==> src/rtl/rom_load_ctrl.sv <==
// rom_load_ctrl: steers the hps_io ROM download stream into the Pleiads core's
// program / FG tile / BG tile / palette PROM stores. It counts and checksums
// the accepted bytes, checks the load length, and holds the core in reset
// until a clean load has finished and a fixed settle period has elapsed.
module rom_load_ctrl #(
    parameter int PROG_SIZE  = 16384,
    parameter int FG_SIZE    = 4096,
    parameter int BG_SIZE    = 4096,
    parameter int PROM_SIZE  = 512,
    parameter int RESET_HOLD = 16
) (
    input  logic        clk,
    input  logic        reset,
    input  logic        user_reset,
    input  logic        dn_download,
    input  logic        dn_wr,
    input  logic [15:0] dn_addr,
    input  logic [7:0]  dn_data,
    output logic [13:0] rom_addr,
    output logic [7:0]  rom_data,
    output logic        prog_we,
    output logic        fg_we,
    output logic        bg_we,
    output logic        prom_we,
    output logic        core_reset,
    output logic        load_done,
    output logic        load_error,
    output logic [15:0] byte_count,
    output logic [7:0]  checksum
);

    // Region bases are kept one bit wider than the address so a map that
    // ends exactly at 64 KiB still compares correctly.
    localparam logic [16:0] FG_BASE   = 17'(PROG_SIZE);
    localparam logic [16:0] BG_BASE   = 17'(PROG_SIZE + FG_SIZE);
    localparam logic [16:0] PROM_BASE = 17'(PROG_SIZE + FG_SIZE + BG_SIZE);
    localparam logic [16:0] MAP_END   = 17'(PROG_SIZE + FG_SIZE + BG_SIZE + PROM_SIZE);
    localparam logic [15:0] TOTAL     = 16'(PROG_SIZE + FG_SIZE + BG_SIZE + PROM_SIZE);

    localparam int          HW        = $clog2(RESET_HOLD + 1);
    localparam logic [HW-1:0] HOLD_LAST = HW'(RESET_HOLD - 1);

    typedef enum logic [2:0] {
        S_IDLE,
        S_LOAD,
        S_CHECK,
        S_HOLD,
        S_RUN,
        S_ERROR
    } state_t;

    state_t          state_q, state_d;
    logic [HW-1:0]   hold_cnt_q, hold_cnt_d;
    logic [15:0]     byte_count_q, byte_count_d;
    logic [7:0]      checksum_q, checksum_d;
    logic            oob_q, oob_d;
    logic [13:0]     rom_addr_q, rom_addr_d;
    logic [7:0]      rom_data_q, rom_data_d;
    logic [3:0]      we_q, we_d;          // {prom, bg, fg, prog}
    logic            dl_prev_q;

    logic            dl_rise;
    logic            wr_accept;
    logic [16:0]     addr_ext;

    assign dl_rise   = dn_download & ~dl_prev_q;
    // A strobe in the cycle that starts a download belongs to no load yet.
    assign wr_accept = (state_q == S_LOAD) && dn_wr && !dl_rise;
    assign addr_ext  = {1'b0, dn_addr};

    // Next-state, settle counter and write-path decode.
    always_comb begin
        state_d      = state_q;
        hold_cnt_d   = hold_cnt_q;
        byte_count_d = byte_count_q;
        checksum_d   = checksum_q;
        oob_d        = oob_q;
        rom_addr_d   = rom_addr_q;
        rom_data_d   = rom_data_q;
        we_d         = 4'b0000;

        case (state_q)
            S_IDLE: begin
                state_d = S_IDLE;
            end
            S_LOAD: begin
                if (!dn_download) begin
                    state_d = S_CHECK;
                end
            end
            S_CHECK: begin
                if ((byte_count_q == TOTAL) && !oob_q) begin
                    state_d    = S_HOLD;
                    hold_cnt_d = '0;
                end else begin
                    state_d = S_ERROR;
                end
            end
            S_HOLD: begin
                if (user_reset) begin
                    hold_cnt_d = '0;
                end else if (hold_cnt_q == HOLD_LAST) begin
                    state_d = S_RUN;
                end else begin
                    hold_cnt_d = hold_cnt_q + HW'(1);
                end
            end
            S_RUN: begin
                if (user_reset) begin
                    state_d    = S_HOLD;
                    hold_cnt_d = '0;
                end
            end
            S_ERROR: begin
                state_d = S_ERROR;
            end
            default: begin
                state_d = S_IDLE;
            end
        endcase

        if (wr_accept) begin
            if (addr_ext < MAP_END) begin
                rom_data_d   = dn_data;
                checksum_d   = checksum_q + dn_data;
                byte_count_d = (byte_count_q != 16'hFFFF) ? byte_count_q + 16'd1
                                                          : byte_count_q;
                if (addr_ext < FG_BASE) begin
                    we_d       = 4'b0001;
                    rom_addr_d = 14'(addr_ext);
                end else if (addr_ext < BG_BASE) begin
                    we_d       = 4'b0010;
                    rom_addr_d = 14'(addr_ext - FG_BASE);
                end else if (addr_ext < PROM_BASE) begin
                    we_d       = 4'b0100;
                    rom_addr_d = 14'(addr_ext - BG_BASE);
                end else begin
                    we_d       = 4'b1000;
                    rom_addr_d = 14'(addr_ext - PROM_BASE);
                end
            end else begin
                oob_d = 1'b1;
            end
        end

        // A new download restarts from any state, including RUN.
        if (dl_rise) begin
            state_d      = S_LOAD;
            byte_count_d = '0;
            checksum_d   = '0;
            oob_d        = 1'b0;
        end
    end

    // State and datapath registers.
    always_ff @(posedge clk) begin
        if (reset) begin
            state_q      <= S_IDLE;
            hold_cnt_q   <= '0;
            byte_count_q <= '0;
            checksum_q   <= '0;
            oob_q        <= 1'b0;
            rom_addr_q   <= '0;
            rom_data_q   <= '0;
            we_q         <= 4'b0000;
            // Sampling the live level means a download already running when
            // reset ends is not mistaken for a fresh rising edge.
            dl_prev_q    <= dn_download;
        end else begin
            state_q      <= state_d;
            hold_cnt_q   <= hold_cnt_d;
            byte_count_q <= byte_count_d;
            checksum_q   <= checksum_d;
            oob_q        <= oob_d;
            rom_addr_q   <= rom_addr_d;
            rom_data_q   <= rom_data_d;
            we_q         <= we_d;
            dl_prev_q    <= dn_download;
        end
    end

    assign rom_addr   = rom_addr_q;
    assign rom_data   = rom_data_q;
    assign prog_we    = we_q[0];
    assign fg_we      = we_q[1];
    assign bg_we      = we_q[2];
    assign prom_we    = we_q[3];
    assign core_reset = (state_q != S_RUN);
    assign load_done  = (state_q == S_RUN);
    assign load_error = (state_q == S_ERROR);
    assign byte_count = byte_count_q;
    assign checksum   = checksum_q;

endmodule

==> config.mk <==
export PLATFORM = sky130hd
export DESIGN_NAME = rom_load_ctrl
export DESIGN_NICKNAME = d
export VERILOG_FILES = /design/src/rtl/rom_load_ctrl.sv
export SDC_FILE = /design/constraint.sdc
export NUM_CORES = 1
export LEC_CHECK = 0
export CAP_MARGIN = 5
export CORE_ASPECT_RATIO = 1.75
export CORE_MARGIN = 5
export CORE_UTILIZATION = 43
export CTS_BUF_LIST = sky130_fd_sc_hd__clkbuf_16
export DETAILED_ROUTE_END_ITERATION = 6
export PLACE_DENSITY = 0.76
export SLEW_MARGIN = 20
export SYNTH_ARGS = -nofsm -noshare
export SYNTH_HDL_FRONTEND = slang
export SYNTH_SLANG_ARGS = --single-unit
==> constraint.sdc <==
create_clock -name clk -period 1.72 [get_ports clk]
set_input_delay 0.344 -clock clk [delete_from_list [all_inputs] [get_ports clk]]
set_output_delay 0.344 -clock clk [all_outputs]
set_load 0.02 [all_outputs]
==> results of run 1 <==
[cells by family after synthesis]
| kind of cell | after synthesis | share of synthesized area (%) |
|---|---|---|
| mux | 3 | 1.048 |
| simple gates | 165 | 27.94 |
| buf+inv | 25 | 3.841 |
| xor+xnor | 20 | 6.111 |
| flops | 60 | 41.90 |
| compound gates | 64 | 13.23 |
| fa+ha+maj | 13 | 5.936 |
[what timing repair did]
action                     4_1_cts  5_1_grt
gates cloned                     1        0
setup endpoints to repair       46       33
pin swaps                       24       27
resized for setup               58       41
setup buffers                    5        4
[registers in the layout, summed over array words and instances, names as in the netlist]
register,flops
byte_count,16
rom_addr,14
checksum,8
rom_data,8
hold_cnt_q,5
we_q,4
state_q,3
dl_prev_q,1
oob_q,1
[metal layers]
layer | track usage, % | vias up | part of all wire [%]
met5 | 0 | - | 0
met4 | 9.529 | 0 | 2.7
met3 | 5.385 | 18 | 5.9
met2 | 36.18 | 97 | 54
met1 | 21.07 | 1439 | 37
li1 | - | 1508 | -
[worst paths after layout]
path / end / from / slack (ps)
setup / recovery: checksum[7]$_SDFFE_PP0N_ / checksum[1]$_SDFFE_PP0N_ / -150
hold / removal: we_q[1]$_SDFF_PP0_ / dn_addr[12] / 260
setup reg to reg: checksum[7]$_SDFFE_PP0N_ / checksum[1]$_SDFFE_PP0N_ / -150
hold reg to reg: rom_addr[12]$_SDFFE_PP0N_ / rom_addr[12]$_SDFFE_PP0N_ / 450
[per-stage QoR]
stage	TNS (ps)	worst slack, ps	hold WS (ps)
final	-303.5	-153.2	263.6
after global placement	-12190	-564.9	441.8
after global routing	-1044	-209.3	294.9
after CTS	-330.9	-227.2	365.6
after detailed placement	-15140	-606.1	442.7
after floorplan	-72.62	-72.62	371.7
[placed cells by master, fill, tap and decap left out, drive strengths merged, types with 3 or more instances in the layout]
master	Yosys	routed
buf	6	77
nand2	65	65
dfxtp	60	60
clkdlybuf4s50	0	43
a21oi	41	41
nor2	38	38
dlygate4sd2	0	31
ha	12	12
nand4	11	11
xor2	11	11
clkbuf	10	11
inv	9	9
xnor2	9	9
nor3	7	7
nand2b	6	6
nor4	6	6
o21ai	6	6
and2	5	5
dlymetal6s2s	0	5
clkinv	0	5
nor2b	5	5
and3	4	4
nand3	4	4
a211oi	4	4
nand3b	3	3
mux2i	3	3
[worst max-delay path: stages (launching register included)]
cell                       delay, ps
sky130_fd_sc_hd__dfxtp_4         350
sky130_fd_sc_hd__ha_4            250
sky130_fd_sc_hd__a21o_1          130
sky130_fd_sc_hd__a41o_1          230
sky130_fd_sc_hd__nor4_4           60
sky130_fd_sc_hd__or4_4           490
sky130_fd_sc_hd__a211oi_2        190
sky130_fd_sc_hd__a31o_1          120
[report_power, final]
part / total (W) / internal, W / switching, W
registers: 0.00141 / 0.00140 / 0.00000842
logic: 0.000281 / 0.000149 / 0.000132
clock network: 0.00170 / 0.00110 / 0.000601
[final cells by class]
cell class | instances | share of cell area, %
timing repair buffer | 158 | 28.25
multi-input combinational | 265 | 37.97
inverter | 9 | 0.6961
tap | 82 | 2.114
sequential | 60 | 25.14
clock buffer | 9 | 4.640
clock inverter | 7 | 1.186
==> qor_table.md, run 1 <==
| Group | Parameter | Value |
|:---|:---|:---|
| finish | Post-layout instance count excluding filler cells | 590 |
| clock network | Clock buffer depth | 2 |
| timing | Max-Slew Margin vs Limit | 75.39% |
| worst setup path | Critical-path maximum fanout | 2 |
| clock network | Clock transition time at the flip-flop clock pins of the worst setup and hold paths | 50 ps |
| clock network | Clock tree from TritonCTS | yes |
| place | Number of port buffers | 81 |
| logic synthesis | Area share of the largest cell type after synthesis | 41.90% |
| global route | Antenna violations before repair | 0 |
| hold path | Worst hold-check path type | primary input to register |
| logic synthesis | Top_reg_cell synth | sky130_fd_sc_hd__dfxtp_1 |
| clock network | Count of hold-fix buffers inserted at cts | 0 |
| outcome | Outcome | complete, but fails checks |
| place | Final weighted congestion of routability-driven global placement | 0.8476 |
| logic synthesis | Number of cells produced by synthesis | 350 |
| power and ir drop | Static leakage | 2.044 nW |
| power and ir drop | Total power density per cell area | 698.3 mW/mm^2 |
| floorplan | Core region area | 0.006539 mm^2 |
| routing | Average vias per placed instance | 5.190 |
| global route | Overflow left after global routing | 0 |
| global route | Number of global-route vias before repair | 3004 |
| place | # placed instances | 564 |
| logic synthesis | Proportion of synthesized chip area in sequential cells | 41.90% |
| timing | Post-route clock skew | 5.150 ps |
| worst setup path | Worst Path Class, Setup | register to register |
| routing | Remaining number of nets flagged by the antenna check after routing | 0 |
| logic synthesis | Cell type with the highest aggregate area in the netlist | sky130_fd_sc_hd__dfxtp_1 |
| worst setup path | Crit. End Element | register |
| timing | Min cycle time layout | 1873 ps |
| finish | Share of the core filled with cells in the final layout | 74.23% |
| floorplan | Placement Rows | 39 |
| finish | Post-Layout Inst Area | 0.004853 mm^2 |
| clock network | Clock Tree Root | sky130_fd_sc_hd__clkbuf_16 |
| routing | Avg WL per Cell | 14.53 um |
| power and ir drop | Maximum vdd ir drop | 583.2 uV |
| finish | Share of cells above drive strength 1 | 30.71% |
| clock network | Deepest level of the CTS H-tree | 3 |
| outcome | Violated checks | negative setup slack |
| timing | Final count of pins violating max slew | 0 |
| routing | Number of iterations in the first detailed-routing pass | 4 |
| finish | Register area | 0.001220 mm^2 |
| finish | Count of inserted antenna diode cells | 0 |
| floorplan | Die outline area | 0.008464 mm^2 |
| timing | Fraction of the cycle the final worst path needs | 108.9% |
| logic synthesis | Cell area after synthesis | 0.002866 mm^2 |
| routing | Overall via count from detail_route | 3062 |
| timing | Final setup viols | 5 |
| floorplan | Number of top-level design ports | 82 |
| logic synthesis | Synthesized net count | 392 |
| finish | Net total in the final layout | 545 |
| global route | Global router's overall resource usage | 20.18% |
| logic synthesis | Most frequently used cell type in the post-synthesis netlist | sky130_fd_sc_hd__nand2_1 |
| global route | Largest net degree at the start of global routing | 20 |
| timing | Final Hold Violating Endpoints | 0 |
| floorplan | Die boundary width | 71.72 um |
| logic synthesis | Top post-synthesis cells by count | 65 x sky130_fd_sc_hd__nand2_1, 60 x sky130_fd_sc_hd__dfxtp_1, 41 x sky130_fd_sc_hd__a21oi_1 |
| finish | # fillers | 482 |
| logic synthesis | Share of synthesized flip-flops with an asynchronous set or reset | 0% |
| worst setup path | Worst endpoint required time | 1990 ps |
| floorplan | Initial core utilization | 43.84% |
| flow run | # Max-Cap Violations | 0 |
| logic synthesis | Number of register bits inferred by synthesis | 60 |
| logic synthesis | Ys Warns | 0 |
| hold path | Hold Path Stages | 2 |
| worst setup path | Worst reg-to-reg path cell count | 7 |
| logic synthesis | Top area cells in the synthesized netlist | sky130_fd_sc_hd__dfxtp_1 42%, sky130_fd_sc_hd__nand2_1 8.5%, sky130_fd_sc_hd__a21oi_1 7.2% |
| clock network | TritonCTS Buffers | 9 |
| timing | Worst Tran Pin Value | 363.9 ps |
| power and ir drop | Post-layout power | 0.003389 W |
| timing | Setup repair after global routing missed its margin | true |
| clock network | Clk Latency, worst-skew pair | 330 ps |
| timing | Least setup slack across all paths after layout | -153.2 ps |
| logic synthesis | Per-instance average area after synthesis | 8.190 um^2 |
| place | Post-DP Area | 0.004277 mm^2 |
| floorplan | Vertical extent of the die | 118.0 um |
| worst setup path | Critical path launch point type | register |
| routing | DRC | 0 |
| routing | Total length of routed wires | 8573 um |
| routing | DR iter-0 viols | 159 |
| clock network | CTS Sinks | 60 |
| timing | Fmax achieved | 533.9 MHz |
| global route | Wire length of the first global-routing pass | 13540 um |
| place | HPWL after detailed placement | 6066 um |
| logic synthesis | Number of distinct library cells after synthesis | 48 |
| finish | Footprint of the multi-input gates | 0.001843 mm^2 |
| logic synthesis | Post-synth EDFFs | 0 |
| finish | Area overhead of the layout relative to synthesis | 69.31% |
| worst setup path | Arrival time reported for the critical path endpoint | 2150 ps |
(Power assumes the default switching activity.)
==> inputs of run 2 (changes only) <==
--- a/config.mk
+++ b/config.mk
@@ -8,10 +8,10 @@
 export CAP_MARGIN = 5
 export CORE_ASPECT_RATIO = 1.75
 export CORE_MARGIN = 5
-export CORE_UTILIZATION = 43
+export CORE_UTILIZATION = 48
 export CTS_BUF_LIST = sky130_fd_sc_hd__clkbuf_16
 export DETAILED_ROUTE_END_ITERATION = 6
-export PLACE_DENSITY = 0.76
+export PLACE_DENSITY = 0.8
 export SLEW_MARGIN = 20
 export SYNTH_ARGS = -nofsm -noshare
 export SYNTH_HDL_FRONTEND = slang
==> constraint.sdc (replaced) <==
create_clock -name clk -period 2.1 [get_ports clk]
set_input_delay 0.42 -clock clk [delete_from_list [all_inputs] [get_ports clk]]
set_output_delay 0.42 -clock clk [all_outputs]
set_load 0.02 [all_outputs]
==> run 2 against run 1 <==
The flow now finishes without violations. Clock skew is essentially flat. Register-to-register slack gained 220 ps. Clock power shrank 18%. Worst hold slack gained 130 ps. Largest power group unchanged. Highest routed layer unchanged.
==> qor_table.md, run 2 (synthesized netlist as in run 1, its figures left out) <==
| Group | Parameter | Value | Delta |
|:---|:---|:---|:---|
| power and ir drop | Internal Dissipation | 0.002166 W | -18% |
| finish | Leading cell type in the layout, fill and taps excluded | sky130_fd_sc_hd__clkdlybuf4s50_1 |  |
| worst setup path | Worst Path Class, Setup | register to output pin |  |
| timing | Min cycle time layout | 2032 ps |  |
| global route | Global router's overall resource usage | 22.10% | +1.9 points |
| floorplan | Number of top-level design ports | 82 | unchanged |
| routing | Number of iterations in the first detailed-routing pass | 5 | +1 |
| clock network | Clock Tree Root | sky130_fd_sc_hd__clkbuf_16 |  |
| floorplan | Placement Rows | 37 | -5.1% |
| clock network | Clk Latency, worst-skew pair | 330 ps | about the same |
| routing | DRC | 0 | unchanged |
| global route | Number of global-route vias before repair | 2946 | -1.9% |
| place | # placed instances | 523 | -7.3% |
| timing | Fmax achieved | 492.2 MHz |  |
| floorplan | Die boundary width | 68.42 um | -4.6% |
| clock network | Count of hold-fix buffers inserted at cts | 0 | unchanged |
| worst setup path | Critical-path maximum fanout | 3 | +1 |
| finish | Post-Layout Inst Area | 0.004307 mm^2 | -11% |
| finish | Net total in the final layout | 499 | -8.4% |
| timing | Final count of pins violating max slew | 0 | unchanged |
| place | Post-DP Area | 0.003926 mm^2 | -8.2% |
| place | HPWL after detailed placement | 5596 um | -7.7% |
| routing | Avg WL per Cell | 15.07 um | +3.7% |
| worst setup path | Worst endpoint required time | 1680 ps | -310 ps |
| finish | Share of cells above drive strength 1 | 14.72% | -16 points |
| clock network | Clock transition time at the flip-flop clock pins of the worst setup and hold paths | 50 ps | about the same |
| power and ir drop | Seq pwr share | 42.0% | +0.4 points |
| global route | Wire length of the first global-routing pass | 13120 um | -3.1% |
| routing | DR iter-0 viols | 165 | +3.8% |
| worst setup path | Critical path launch point type | register |  |
| floorplan | Core region area | 0.005833 mm^2 | -11% |
| finish | # fillers | 447 | -7.3% |
| clock network | Clock tree from TritonCTS | yes |  |
| finish | Post-layout instance count excluding filler cells | 540 | -8.5% |
| timing | Fraction of the cycle the final worst path needs | 96.74% |  |
| finish | Share of the core filled with cells in the final layout | 73.83% | -0.39 points |
| timing | Post-route clock skew | 4.763 ps | -0.3868 ps |
| timing | Final Hold Violating Endpoints | 0 | unchanged |
| power and ir drop | Sw frac | 21.60% | -0.30 points |
| finish | Number of flip-flops in the largest register | 16 | unchanged |
| place | Final weighted congestion of routability-driven global placement | 0.8921 | +5.3% |
| hold path | Worst hold-check path type | primary input to register |  |
| flow run | # Max-Cap Violations | 0 | unchanged |
| clock network | Clock buffer depth | 2 | unchanged |
| clock network | TritonCTS Buffers | 9 | unchanged |
| power and ir drop | Maximum vdd ir drop | 590.1 uV | +1.2% |
| worst setup path | Arrival time reported for the critical path endpoint | 1610 ps | -540 ps |
| finish | Count of inserted antenna diode cells | 0 | unchanged |
| power and ir drop | Static leakage | 1.641 nW | -20% |
| timing | Final setup viols | 0 | -5 |
| power and ir drop | Clk pwr share | 50.1% | about the same |
| routing | Average vias per placed instance | 5.311 | +2.3% |
| clock network | CTS Sinks | 60 | unchanged |
| floorplan | Vertical extent of the die | 112.2 um | -4.9% |
| finish | Most frequent cells in the layout | 76 x sky130_fd_sc_hd__clkdlybuf4s50_1, 65 x sky130_fd_sc_hd__nand2_1, 59 x sky130_fd_sc_hd__dfxtp_1, 36 x sky130_fd_sc_hd__a21oi_1, 35 x sky130_fd_sc_hd__nor2_1 |  |
| floorplan | Initial core utilization | 49.14% | +5.3 points |
| power and ir drop | Comb pwr share | 7.9% | -0.4 points |
| worst setup path | Crit. End Element | output pin |  |
| routing | Total length of routed wires | 8137 um | -5.1% |
| finish | Area overhead of the layout relative to synthesis | 50.24% |  |
| clock network | Deepest level of the CTS H-tree | 3 | unchanged |
| global route | Antenna violations before repair | 0 | unchanged |
| place | Number of port buffers | 81 | unchanged |
| global route | Overflow left after global routing | 0 | unchanged |
| routing | Overall via count from detail_route | 2868 | -6.3% |
| power and ir drop | Total power density per cell area | 641.6 mW/mm^2 | -8.1% |
| power and ir drop | Switching power summed over all nets | 0.0005969 W | -20% |
| timing | Max-Slew Margin vs Limit | 74.07% | -1.3 points |
| timing | Worst Tran Pin Value | 385.4 ps | +21.55 ps |
| routing | Remaining number of nets flagged by the antenna check after routing | 0 | unchanged |
| floorplan | Die outline area | 0.007678 mm^2 | -9.3% |
| timing | Worst hold-check slack | 389.2 ps | +125.6 ps |
| outcome | Outcome | finished clean |  |
| global route | Largest net degree at the start of global routing | 32 | +60% |
run 2: changes by cell type in the layout (fill, tap and decap cells not counted), moves of 3 or more:
cell,previous run,this run
sky130_fd_sc_hd__ha_1,4,8
sky130_fd_sc_hd__dlygate4sd2_1,31,0
sky130_fd_sc_hd__dfxtp_1,47,59
sky130_fd_sc_hd__ha_4,7,3
sky130_fd_sc_hd__buf_4,72,31
sky130_fd_sc_hd__nor2_1,32,35
sky130_fd_sc_hd__dfxtp_2,12,1
sky130_fd_sc_hd__buf_6,5,0
sky130_fd_sc_hd__clkdlybuf4s50_1,43,76
run 2: per-layer routing:
metal / track usage, % / wire, um / up-vias
met2: 39.37 / 4399 / 100
met4: 9.429 / 223 / 0
met1: 22.96 / 3028 / 1330
met5: 0 / 0 / -
met3: 6.206 / 485 / 25
li1: - / - / 1413
run 2: final timing paths:
kind | from | to | slack (ps) | cells past startpoint
setup / recovery | state_q[1]$_SDFFE_PP0P_ | load_done | 70 | 4
hold / removal | dn_data[0] | rom_data[0]$_SDFFE_PP0N_ | 390 | 3
setup reg to reg | checksum[1]$_SDFFE_PP0N_ | checksum[7]$_SDFFE_PP0N_ | 70 | 7
hold reg to reg | rom_addr[12]$_SDFFE_PP0N_ | rom_addr[12]$_SDFFE_PP0N_ | 450 | 2
run 2: metrics by stage:
stage	setup WS, ps	TNS, ps	total power (W)
after detailed placement	-406.4	-2231	0.001386
after floorplan	135.3	0	0.001261
after CTS	-0.7354	-0.7354	0.002761
final	68.50	0	0.002763
after global placement	-374.5	-1717	0.001382
after global routing	-0.01621	-0.01621	0.002844
run 2: power groups by stage:
stage          logic [W]  registers, W  clock network, W
2_1_floorplan  0.0000741       0.00119                 0
3_3_place_gp    0.000201       0.00118                 0
3_5_place_dp    0.000205       0.00118                 0
4_1_cts         0.000210       0.00116           0.00139
5_1_grt         0.000236       0.00116           0.00145
6_report        0.000218       0.00116           0.00139
run 2: worst max-delay path, stage by stage (launching register included):
cell                              delay [ps]
sky130_fd_sc_hd__dfxtp_1                 300
sky130_fd_sc_hd__and2b_1                 220
sky130_fd_sc_hd__nand2b_1                100
sky130_fd_sc_hd__inv_2                    70
sky130_fd_sc_hd__clkdlybuf4s50_1         600
run 2: repair_timing:
item                                    4_1_cts  5_1_grt
buffers inserted                              0        1
gates resized for setup                       4       15
endpoints found under the setup margin        3        7
pin swaps                                     2        7
run 2: cell type report:
cell class	count	area (um^2)	area share, %
clock buffer	9	225.2	5.230
clock inverter	7	58.81	1.365
inverter	9	33.78	0.7844
multi-input combinational	265	1633	37.91
sequential	60	1202	27.92
tap	78	97.59	2.266
timing repair buffer	112	1056	24.52
